**src/rtl/sweep_pkg.sv**
```systemverilog
`default_nettype none
// ============================================================================
// Module   : sweep_pkg
// Brief    : Shared state encoding and default sizes for the sweep controller.
// Revision : 1.0
// ============================================================================
package sweep_pkg;

  localparam int WIDTH_DEFAULT = 3;
  localparam int DWELL_DEFAULT = 2;
  localparam int DWELL_W       = 3;

  typedef enum logic [2:0] {
    S_IDLE = 3'd0,
    S_UP   = 3'd1,
    S_TOP  = 3'd2,
    S_DOWN = 3'd3,
    S_BOT  = 3'd4,
    S_DONE = 3'd5
  } state_t;

endpackage
`default_nettype wire

```
**src/rtl/updown_counter_ld.sv**
```systemverilog
`default_nettype none
// ============================================================================
// Module   : updown_counter_ld
// Brief    : Loadable up/down counter with enable and synchronous reset.
// Revision : 1.0
// ============================================================================
module updown_counter_ld #(
  parameter int WIDTH = 3
) (
  input  logic             clk,
  input  logic             reset,
  input  logic             load,
  input  logic             en,
  input  logic             up_down,
  input  logic [WIDTH-1:0] d,
  output logic [WIDTH-1:0] q
);

  always_ff @(posedge clk) begin
    if (reset) begin
      q <= '0;
    end else if (load) begin
      q <= d;
    end else if (en) begin
      q <= up_down ? (q + WIDTH'(1)) : (q - WIDTH'(1));
    end
  end

endmodule
`default_nettype wire

```
**src/rtl/sweep_controller.sv**
```systemverilog
`default_nettype none
// ============================================================================
// Module   : sweep_controller
// Brief    : Runs n up/down sweeps of a counter between captured bounds, with
//            dwell at both end points, abort and configuration checking.
// Revision : 1.0
// ============================================================================
module sweep_controller
  import sweep_pkg::*;
#(
  parameter int WIDTH = WIDTH_DEFAULT,
  parameter int DWELL = DWELL_DEFAULT
) (
  input  logic             clk,
  input  logic             reset,
  input  logic             start,
  input  logic             abort,
  input  logic [WIDTH-1:0] lo,
  input  logic [WIDTH-1:0] hi,
  input  logic [3:0]       n_sweeps,
  output logic [WIDTH-1:0] Q,
  output logic             up_down,
  output logic             busy,
  output logic             done,
  output logic             aborted,
  output logic             cfg_err,
  output logic [3:0]       sweep_cnt
);

  // Last dwell count value before leaving an end point.
  localparam logic [DWELL_W-1:0] c_DWELL_LAST =
    (DWELL == 0) ? '0 : DWELL_W'(DWELL - 1);

  state_t             r_state;
  state_t             w_state_nxt;
  logic [WIDTH-1:0]   r_lo;
  logic [WIDTH-1:0]   r_hi;
  logic [3:0]         r_n_sweeps;
  logic [3:0]         r_sweep_cnt;
  logic [3:0]         w_sweep_inc;
  logic [DWELL_W-1:0] r_dwell_cnt;
  logic               r_aborted;
  logic               r_cfg_err;
  logic               w_cfg_ok;
  logic               w_in_run;
  logic               w_at_hi;
  logic               w_at_lo;
  logic               w_dwell_end;
  logic               w_load;
  logic               w_en;
  logic               w_up;

  assign w_cfg_ok    = (lo < hi) && (n_sweeps != 4'd0);
  assign w_in_run    = (r_state == S_UP) || (r_state == S_TOP) ||
                       (r_state == S_DOWN) || (r_state == S_BOT);
  assign w_at_hi     = (Q == r_hi);
  assign w_at_lo     = (Q == r_lo);
  assign w_dwell_end = (r_dwell_cnt == c_DWELL_LAST);
  assign w_sweep_inc = r_sweep_cnt + 4'd1;
  assign w_up        = (r_state == S_UP) || (r_state == S_TOP);

  always_comb begin
    w_state_nxt = r_state;
    w_load      = 1'b0;
    w_en        = 1'b0;
    case (r_state)
      S_IDLE: begin
        if (start && w_cfg_ok) begin
          w_state_nxt = S_UP;
          w_load      = 1'b1;
        end
      end
      S_UP: begin
        if (abort) begin
          w_state_nxt = S_IDLE;
        end else if (w_at_hi) begin
          w_state_nxt = (DWELL == 0) ? S_DOWN : S_TOP;
        end else begin
          w_en = 1'b1;
        end
      end
      S_TOP: begin
        if (abort) begin
          w_state_nxt = S_IDLE;
        end else if (w_dwell_end) begin
          w_state_nxt = S_DOWN;
        end
      end
      S_DOWN: begin
        if (abort) begin
          w_state_nxt = S_IDLE;
        end else if (w_at_lo) begin
          if (w_sweep_inc == r_n_sweeps) begin
            w_state_nxt = S_DONE;
          end else begin
            w_state_nxt = (DWELL == 0) ? S_UP : S_BOT;
          end
        end else begin
          w_en = 1'b1;
        end
      end
      S_BOT: begin
        if (abort) begin
          w_state_nxt = S_IDLE;
        end else if (w_dwell_end) begin
          w_state_nxt = S_UP;
        end
      end
      S_DONE: begin
        w_state_nxt = S_IDLE;
      end
      default: begin
        w_state_nxt = S_IDLE;
      end
    endcase
  end

  always_ff @(posedge clk) begin
    if (reset) begin
      r_state     <= S_IDLE;
      r_lo        <= '0;
      r_hi        <= '0;
      r_n_sweeps  <= '0;
      r_sweep_cnt <= '0;
      r_dwell_cnt <= '0;
      r_aborted   <= 1'b0;
      r_cfg_err   <= 1'b0;
    end else begin
      r_state   <= w_state_nxt;
      r_aborted <= abort && w_in_run;
      r_cfg_err <= (r_state == S_IDLE) && start && !w_cfg_ok;
      if (w_load) begin
        r_lo        <= lo;
        r_hi        <= hi;
        r_n_sweeps  <= n_sweeps;
        r_sweep_cnt <= '0;
      end else if ((r_state == S_DOWN) && !abort && w_at_lo) begin
        r_sweep_cnt <= w_sweep_inc;
      end
      // Dwell counter restarts whenever the state changes.
      if ((w_state_nxt == r_state) && ((r_state == S_TOP) || (r_state == S_BOT))) begin
        r_dwell_cnt <= r_dwell_cnt + DWELL_W'(1);
      end else begin
        r_dwell_cnt <= '0;
      end
    end
  end

  updown_counter_ld #(
    .WIDTH (WIDTH)
  ) u_counter (
    .clk     (clk),
    .reset   (reset),
    .load    (w_load),
    .en      (w_en),
    .up_down (w_up),
    .d       (lo),
    .q       (Q)
  );

  assign up_down   = w_up;
  assign busy      = (r_state != S_IDLE);
  assign done      = (r_state == S_DONE);
  assign aborted   = r_aborted;
  assign cfg_err   = r_cfg_err;
  assign sweep_cnt = r_sweep_cnt;

endmodule
`default_nettype wire
```
**config.mk**
```make
export PLATFORM = sky130hd
export DESIGN_NAME = sweep_controller
export DESIGN_NICKNAME = d
export VERILOG_FILES = /design/src/rtl/sweep_pkg.sv /design/src/rtl/updown_counter_ld.sv /design/src/rtl/sweep_controller.sv
export SDC_FILE = /design/constraint.sdc
export NUM_CORES = 1
export LEC_CHECK = 0
export CAP_MARGIN = 20
export CORE_MARGIN = 2
export CORE_UTILIZATION = 46
export CTS_CLUSTER_SIZE = 10
export DETAILED_ROUTE_END_ITERATION = 16
export PLACE_DENSITY = 0.79
export SYNTH_ARGS = -nofsm -noshare
export SYNTH_HDL_FRONTEND = slang
export SYNTH_SLANG_ARGS = --single-unit
```
**constraint.sdc**
```tcl
create_clock -name clk -period 1.8 [get_ports clk]
set_input_delay 0.18 -clock clk [delete_from_list [all_inputs] [get_ports clk]]
set_output_delay 0.18 -clock clk [all_outputs]
set_load 0.1 [all_outputs]
```
# ---- Word level (Yosys, flattened, before mapping)
# Index checks and enable logic that the tools add are counted.
dict set report word_totals {
  reg_bits 25
  output_inout_bits 12
}
dict set report classes {
  n_addsub 4
  n_lt_le_gt_ge 1
  n_eq_ne 10
  muxes 21
  n_bitwise 1
  reduce_logical 20
}
# cell count
set ops {}
lappend ops {{3-bit 2-to-1 mux} 12}
lappend ops {{3-bit case mux with 5 select lines} 1}
lappend ops {{3-bit == test} 3}
lappend ops {{1-bit logical AND} 8}
lappend ops {{1-bit 2-to-1 mux} 7}
lappend ops {{3-bit by 1-bit adder with 3-bit output (second input constant)} 2}
lappend ops {{3-bit by 1-bit == test with 1-bit output (second input constant)} 2}
lappend ops {{3-bit by 2-bit == test with 1-bit output (second input constant)} 2}
lappend ops {{3-bit == test (second input constant)} 2}
lappend ops {{4-bit by 1-bit adder with 4-bit output (second input constant)} 1}
lappend ops {{4-bit == test} 1}
lappend ops {{1-bit logical OR} 4}
lappend ops {{4-bit nonzero test} 1}
lappend ops {{2-bit OR reduction} 2}
lappend ops {{3-bit logical NOT} 1}
lappend ops {{3-bit < comparator} 1}
lappend ops {{3-bit nonzero test} 1}
lappend ops {{3-bit by 1-bit subtractor with 3-bit output (second input constant)} 1}
lappend ops {{1-bit logical NOT} 2}
lappend ops {{1-bit case mux with 2 select lines} 1}
lappend ops {{2-bit nonzero test} 1}
lappend ops {{1-bit inverter} 1}

# ---- Logic depth before layout (Yosys ltp)
dict set report logic_depth {
  word_depth 10
  ltp_mapped 7
}

# ---- Hierarchy
# A second synthesis with hierarchy kept.
dict set report unflattened {
  hier_cells 159
  hier_area_um2 1360.1
}
# module n_inst cells_each area_per_inst_um2 seq_area_each_um2
set modules_own_cells {}
lappend modules_own_cells {sweep_controller 1 141 1186.1 440.4}
lappend modules_own_cells {updown_counter_ld 1 18 173.9 60.1}

# ---- Worst setup path after synthesis
# Ideal clock, no wire load.
dict set report synth_path {
  kind {register to register}
  startpoint {reg r_state[0]}
  endpoint {reg u_counter.q[2]}
  setup_ns 0.103
  arrival_ns 2.991
  required_time_ns 1.697
  setup_slack_ns -1.294
  path_stages_with_launch 8
  n_path_buf 1
  period_less_slack_ns 3.094
  path_cell_list {dfxtp_1 buf_2 xnor2_1 nor2_1 fa_1 xnor2_1 o211a_1 a2111oi_2}
}
dict set report synth_between {
  elab_chain_cells 5
  elab_cells_between_ends 11
  cone_classes {eq/ne (3); mux (5); reduce/logical (3)}
}
# item line_no
set synth_lines {}
lappend synth_lines {{start, declared} sweep_controller.sv:34} ;# state_t r_state;
lappend synth_lines {{start signal, assigned} sweep_controller.sv:129} ;# r_state <= w_state_nxt;
lappend synth_lines {{3-bit by 1-bit == test with 1-bit output / 3-bit by 2-bit == test with 1-bit output (equally long branches)} sweep_controller.sv:60} ;# assign w_up = (r_state == S_UP) || (r_state == S_TOP);
lappend synth_lines {{1-bit logical OR (*)} sweep_controller.sv:60}
lappend synth_lines {{named net up_down} sweep_controller.sv:22} ;# output logic up_down,
lappend synth_lines {{3-bit 2-to-1 mux (*)} updown_counter_ld.sv:25} ;# q <= up_down ? (q + WIDTH'(1)) : (q - WIDTH'(1));
lappend synth_lines {{3-bit 2-to-1 mux (*)} updown_counter_ld.sv:24} ;# end else if (en) begin
lappend synth_lines {{3-bit 2-to-1 mux (*)} updown_counter_ld.sv:22} ;# end else if (load) begin
lappend synth_lines {{end signal, assigned} updown_counter_ld.sv:25}
lappend synth_lines {{end, declared} updown_counter_ld.sv:16} ;# output logic [WIDTH-1:0] q
# Mark *: on every way through the listed nets, which the timed path passes. The rest lies on a longest branch. The select of a mux whose other input is x is not followed.
# A chain may end at the register's enable or synchronous reset.

# ---- Final worst setup path
dict set report layout_path {
  startpoint {reg r_state[0]}
  endpoint {reg u_counter.q[1]}
}
dict set report layout_between {
  elab_chain_cells 5
  elab_cells_between_ends 11
  cone_classes {eq/ne (3); mux (5); reduce/logical (3)}
}
# item line_no
set layout_lines {}
lappend layout_lines {{3-bit by 1-bit == test with 1-bit output / 3-bit by 2-bit == test with 1-bit output (equally long branches)} {sweep_controller.sv:60, sweep_controller.sv:66}}
lappend layout_lines {{1-bit logical OR} sweep_controller.sv:60}
lappend layout_lines {{3-bit 2-to-1 mux} updown_counter_ld.sv:25}
lappend layout_lines {{3-bit 2-to-1 mux} updown_counter_ld.sv:24}
lappend layout_lines {{3-bit 2-to-1 mux} updown_counter_ld.sv:22}
# Parallel ways exist; a longest one is shown, timed or not. The select of a mux whose other input is x is not followed.

==> impl_metrics.prom <==
# TYPE chip_impl_metric gauge
chip_impl_info{name="dominantRegCellSynth",value="sky130_fd_sc_hd__dfxtp_1"} 1
chip_impl_metric{name="dr.first_iter.drc_count",unit=""} 24
chip_impl_metric{name="setup-violations-final",unit=""} 0
chip_impl_metric{name="p_int",unit="W"} 0.000869
chip_impl_info{name="cts_tree",value="yes"} 1
chip_impl_metric{name="worst-slew-pin-transition",unit="ns"} 0.476
chip_impl_metric{name="max_freq",unit="GHz"} 0.568
chip_impl_metric{name="fin_crit",unit="ns"} 1.76
chip_impl_metric{name="power_frac_comb",unit="%"} 34.6
chip_impl_metric{name="synth.distinct_cells",unit=""} 36
chip_impl_metric{name="boundaryPins",unit=""} 26
chip_impl_info{name="worst_r2r_startpoint",value="r_state[0]"} 1
chip_impl_metric{name="power_density",unit="mW/mm^2"} 713
chip_impl_metric{name="timing.final.ws_setup",unit="ns"} 0.0380
chip_impl_metric{name="route.detailed.drc",unit=""} 0
chip_impl_metric{name="r2r_setup_slack",unit="ns"} 0.04
chip_impl_metric{name="share_clk_of_total_power",unit="%"} 19.1
chip_impl_metric{name="sequentialPowerShare",unit="%"} 46.2
chip_impl_metric{name="port_buffers",unit=""} 25
chip_impl_metric{name="finalSetupTns",unit="ns"} 0
chip_impl_metric{name="finalCritPeriodShare",unit="%"} 97.9
chip_impl_metric{name="finalHoldViolCount",unit=""} 0
chip_impl_metric{name="drtAntennaViolNets",unit=""} 0
chip_impl_metric{name="route.vias.total",unit=""} 1155
chip_impl_metric{name="viasPerCell",unit=""} 5.25
chip_impl_info{name="endpoint_kind",value="register"} 1
chip_impl_metric{name="route.detailed.wl_per_inst",unit="um"} 13.7
chip_impl_metric{name="postSynth.asyncResetShare",unit="%"} 0
chip_impl_metric{name="grt_first_pass_wirelength",unit="um"} 4750
chip_impl_metric{name="skew",unit="ns"} 0.00532
chip_impl_metric{name="synth_xor_xnor_area_share",unit="%"} 13.2
chip_impl_metric{name="synth-seq-area-share",unit="%"} 37.6
chip_impl_metric{name="area_growth",unit="%"} 39.9
chip_impl_info{name="clk_root_buffer_cell",value="sky130_fd_sc_hd__clkbuf_4"} 1
chip_impl_metric{name="yosys-mux-area-fraction",unit="%"} 9.12
chip_impl_metric{name="synth-seq-cells",unit=""} 25
chip_impl_info{name="start_kind",value="register"} 1
chip_impl_metric{name="max-vdd-ir-drop",unit="mV"} 0.517
chip_impl_metric{name="globalRoute.totalOverflow",unit=""} 0
chip_impl_metric{name="antennaDiodeCount",unit=""} 0
chip_impl_metric{name="routability_driven_placement_congestion_ratio",unit=""} 0.759
chip_impl_metric{name="post-place-ws",unit="ns"} -0.231
chip_impl_info{name="run_status",value="finished clean"} 1
chip_impl_metric{name="dp_hpwl",unit="um"} 2400
chip_impl_metric{name="dr.pass1.iters",unit=""} 4
chip_impl_metric{name="detail_route.wirelength",unit="um"} 3000
chip_impl_metric{name="cp_data_arrival_time",unit="ns"} 2.02
chip_impl_metric{name="cts_inserted_buffers",unit=""} 3
chip_impl_metric{name="switching_share",unit="%"} 34.6
chip_impl_metric{name="core",unit="mm^2"} 0.00276
chip_impl_metric{name="timing.final.max_slew_violations",unit=""} 0
chip_impl_info{name="synth_top_family_by_area",value="simple AND/OR/NAND/NOR gates"} 1
chip_impl_metric{name="htree_num_levels",unit=""} 1
chip_impl_info{name="holdCritStartpoint",value="abort"} 1
chip_impl_metric{name="synth_edf_count",unit=""} 0
chip_impl_metric{name="start_util",unit="%"} 48.3
chip_impl_metric{name="post_synth_instance_area",unit="mm^2"} 0.00133
chip_impl_info{name="timing.hold.worst_endpoint",value="r_state[1]"} 1
chip_impl_metric{name="design.die.area",unit="mm^2"} 0.00334
chip_impl_metric{name="cp_max_fo",unit=""} 5
chip_impl_metric{name="synth-compound-area-share",unit="%"} 6.86
chip_impl_metric{name="synth_fa_ha_area_share",unit="%"} 6.20
chip_impl_metric{name="power_switching",unit="W"} 0.000459
chip_impl_metric{name="post-place-cells",unit=""} 214
chip_impl_metric{name="cp_data_required_time",unit="ns"} 2.06
chip_impl_metric{name="reg2regPathDepth",unit=""} 5
chip_impl_metric{name="grt_max_degree",unit=""} 14
chip_impl_metric{name="die_x",unit="um"} 57.8
chip_impl_metric{name="postLayoutCoreUtil",unit="%"} 67.6
chip_impl_metric{name="slew_headroom",unit="%"} 68.2
chip_impl_info{name="hp-class",value="in2reg"} 1
chip_impl_metric{name="timing.hold.worst_path_depth",unit=""} 2
chip_impl_info{name="rsz0062_at_grt",value="true"} 1
chip_impl_metric{name="die_height",unit="um"} 57.8
chip_impl_metric{name="synthesized_net_count",unit=""} 165
chip_impl_info{name="end_of_the_worst_register_to_register_path",value="u_counter.q[1]"} 1
chip_impl_metric{name="grt_pass1_vias",unit=""} 1125
chip_impl_metric{name="fp_rows",unit=""} 19
chip_impl_metric{name="globalRouteTotalUtil",unit="%"} 18.8
chip_impl_metric{name="buffer_depth_of_the_longest_clock_path",unit=""} 2
chip_impl_metric{name="worstSkewPairLatency",unit="ns"} 0.32
chip_impl_metric{name="cts_sinks",unit=""} 25
chip_impl_metric{name="ys_warn_count",unit=""} 0
chip_impl_metric{name="syn_inst",unit=""} 145
chip_impl_metric{name="power.leakage",unit="nW"} 0.797
chip_impl_metric{name="path_clk_slew",unit="ns"} 0.14
chip_impl_info{name="path_class",value="reg2reg"} 1
chip_impl_metric{name="finish.cell_count_without_fillers",unit=""} 220
chip_impl_metric{name="grt_antenna_before_repair",unit=""} 0
chip_impl_metric{name="maxCapViolations",unit=""} 0
chip_impl_metric{name="post_route_cells_drive_above_1_share",unit="%"} 29.6
chip_impl_metric{name="synthesis.area_per_instance",unit="um^2"} 9.18
chip_impl_metric{name="nNetsFinal",unit=""} 210
chip_impl_metric{name="synth_simple_gate_area_share",unit="%"} 21.8
[per-stage QoR]
step	cell area, um^2	hold WS (ns)	total power [W]
2_1_floorplan	1380	0.259	0.000918
3_3_place_gp	1780	0.431	0.00105
3_5_place_dp	1780	0.474	0.00106
4_1_cts	1800	0.481	0.00130
5_1_grt	1860	0.494	0.00139
6_report	1860	0.478	0.00133
[timing repair]
action | CTS | global route
cloned | 0 | 1
hold buffers | 0 | 0
pin swaps | 2 | 7
endpoints found under the hold margin | 0 | 0
buffers inserted | 0 | 1
endpoints found under the setup margin | 1 | 16
gates resized for setup | 1 | 11
[area by class of cell]
cell class | count | area (um^2)
fillers | 223 | 895
multi-input cells | 107 | 830
flip-flops and latches | 25 | 515
repair buffers | 45 | 423
well taps | 31 | 38.8
inverters | 8 | 30.0
clock buffers | 4 | 26.3
[cell usage after synthesis, types with 2 or more instances]
library cell | instances | area share [%]
sky130_fd_sc_hd__inv_1 | 8 | 2.3
sky130_fd_sc_hd__nand4b_1 | 2 | 1.3
sky130_fd_sc_hd__xnor2_1 | 16 | 11
sky130_fd_sc_hd__xor2_1 | 4 | 2.6
sky130_fd_sc_hd__nor4_1 | 3 | 1.4
sky130_fd_sc_hd__nand2_1 | 4 | 1.1
sky130_fd_sc_hd__buf_6 | 2 | 1.7
sky130_fd_sc_hd__a21oi_1 | 4 | 1.5
sky130_fd_sc_hd__nor2_1 | 29 | 8.2
sky130_fd_sc_hd__o21ai_0 | 3 | 1.1
sky130_fd_sc_hd__mux2i_1 | 11 | 8.3
sky130_fd_sc_hd__buf_2 | 2 | 0.75
sky130_fd_sc_hd__nand2b_1 | 4 | 1.9
sky130_fd_sc_hd__nand3_1 | 2 | 0.75
sky130_fd_sc_hd__dfxtp_1 | 25 | 38
sky130_fd_sc_hd__nand4_1 | 2 | 0.94
sky130_fd_sc_hd__ha_1 | 5 | 4.7
[state kept, by name, summed over array words and instances, names as in the netlist]
signal and cells:
sweep_cnt 4, aborted 1, cfg_err 1, r_hi 3, r_dwell_cnt 3, r_n_sweeps 4, r_state 3, u_counter.q 3
r_lo 3
[per-layer routing]
metal / share of wire, % / global-route usage, % / up-vias
met3: 3.1 / 2.01 / 7
met5: 0 / 0 / -
met1: 41 / 20.9 / 546
li1: - / - / 582
met4: 1.8 / 7.97 / 0
met2: 54 / 35.7 / 20
[layout by cell type, fill, tap and decap left out, types with 2 or more instances in the layout]
cell                              count
sky130_fd_sc_hd__nor2_1              27
sky130_fd_sc_hd__buf_4               25
sky130_fd_sc_hd__dfxtp_1             17
sky130_fd_sc_hd__xnor2_1             14
sky130_fd_sc_hd__clkdlybuf4s50_1     13
sky130_fd_sc_hd__mux2i_1             10
sky130_fd_sc_hd__inv_1                8
sky130_fd_sc_hd__dfxtp_2              6
sky130_fd_sc_hd__ha_1                 5
sky130_fd_sc_hd__nand2b_1             4
sky130_fd_sc_hd__xor2_1               4
sky130_fd_sc_hd__nand2_1              4
sky130_fd_sc_hd__buf_6                4
sky130_fd_sc_hd__a21oi_1              3
sky130_fd_sc_hd__nor4_1               3
sky130_fd_sc_hd__clkbuf_4             3
sky130_fd_sc_hd__buf_12               3
sky130_fd_sc_hd__nand4b_1             2
sky130_fd_sc_hd__nand3_1              2
sky130_fd_sc_hd__o21ai_0              2
sky130_fd_sc_hd__nand4_1              2
sky130_fd_sc_hd__dfxtp_4              2
[power groups by stage]
stage / registers [W] / logic [W] / clock network (W)
floorplan: 0.000689 / 0.000229 / 0
global placement: 0.000624 / 0.000423 / 0
detailed placement: 0.000626 / 0.000434 / 0
CTS: 0.000614 / 0.000436 / 0.000254
global route: 0.000618 / 0.000489 / 0.000282
finish: 0.000614 / 0.000460 / 0.000254
[logic make-up (layout without fill, tap and decap cells)]
group | after synthesis | in the layout
muxes | 12 | 12
xor gates and xnor gates | 20 | 20
and+or+nand+nor | 55 | 55
AOI/OAI and AO/OA | 13 | 14
buffers and inverters | 14 | 57
DFF | 25 | 25
adders and majority gates | 6 | 6
[worst max-delay path by stage]
stage | startpoint | to | slack, ns | cells past startpoint
6_report | r_state[0] | u_counter.q[1] | 0.04 | 5
2_1_floorplan | r_state[0] | u_counter.q[1] | -0.31 | 6
3_5_place_dp | hi[2] | r_n_sweeps[2] | -0.23 | 8
4_1_cts | r_state[0] | r_n_sweeps[2] | 0.002 | 6
5_1_grt | r_state[1] | u_counter.q[2] | -0.09 | 7
3_3_place_gp | start | r_n_sweeps[2] | -0.14 | 7
[critical path: stages (launching register included)]
cell	delay (ns)
sky130_fd_sc_hd__dfxtp_4	0.39
sky130_fd_sc_hd__or4b_4	0.52
sky130_fd_sc_hd__nor3_4	0.20
sky130_fd_sc_hd__o21ai_4	0.13
sky130_fd_sc_hd__or3b_1	0.37
sky130_fd_sc_hd__o21ai_1	0.07
Power figures use the tool's default switching activity.
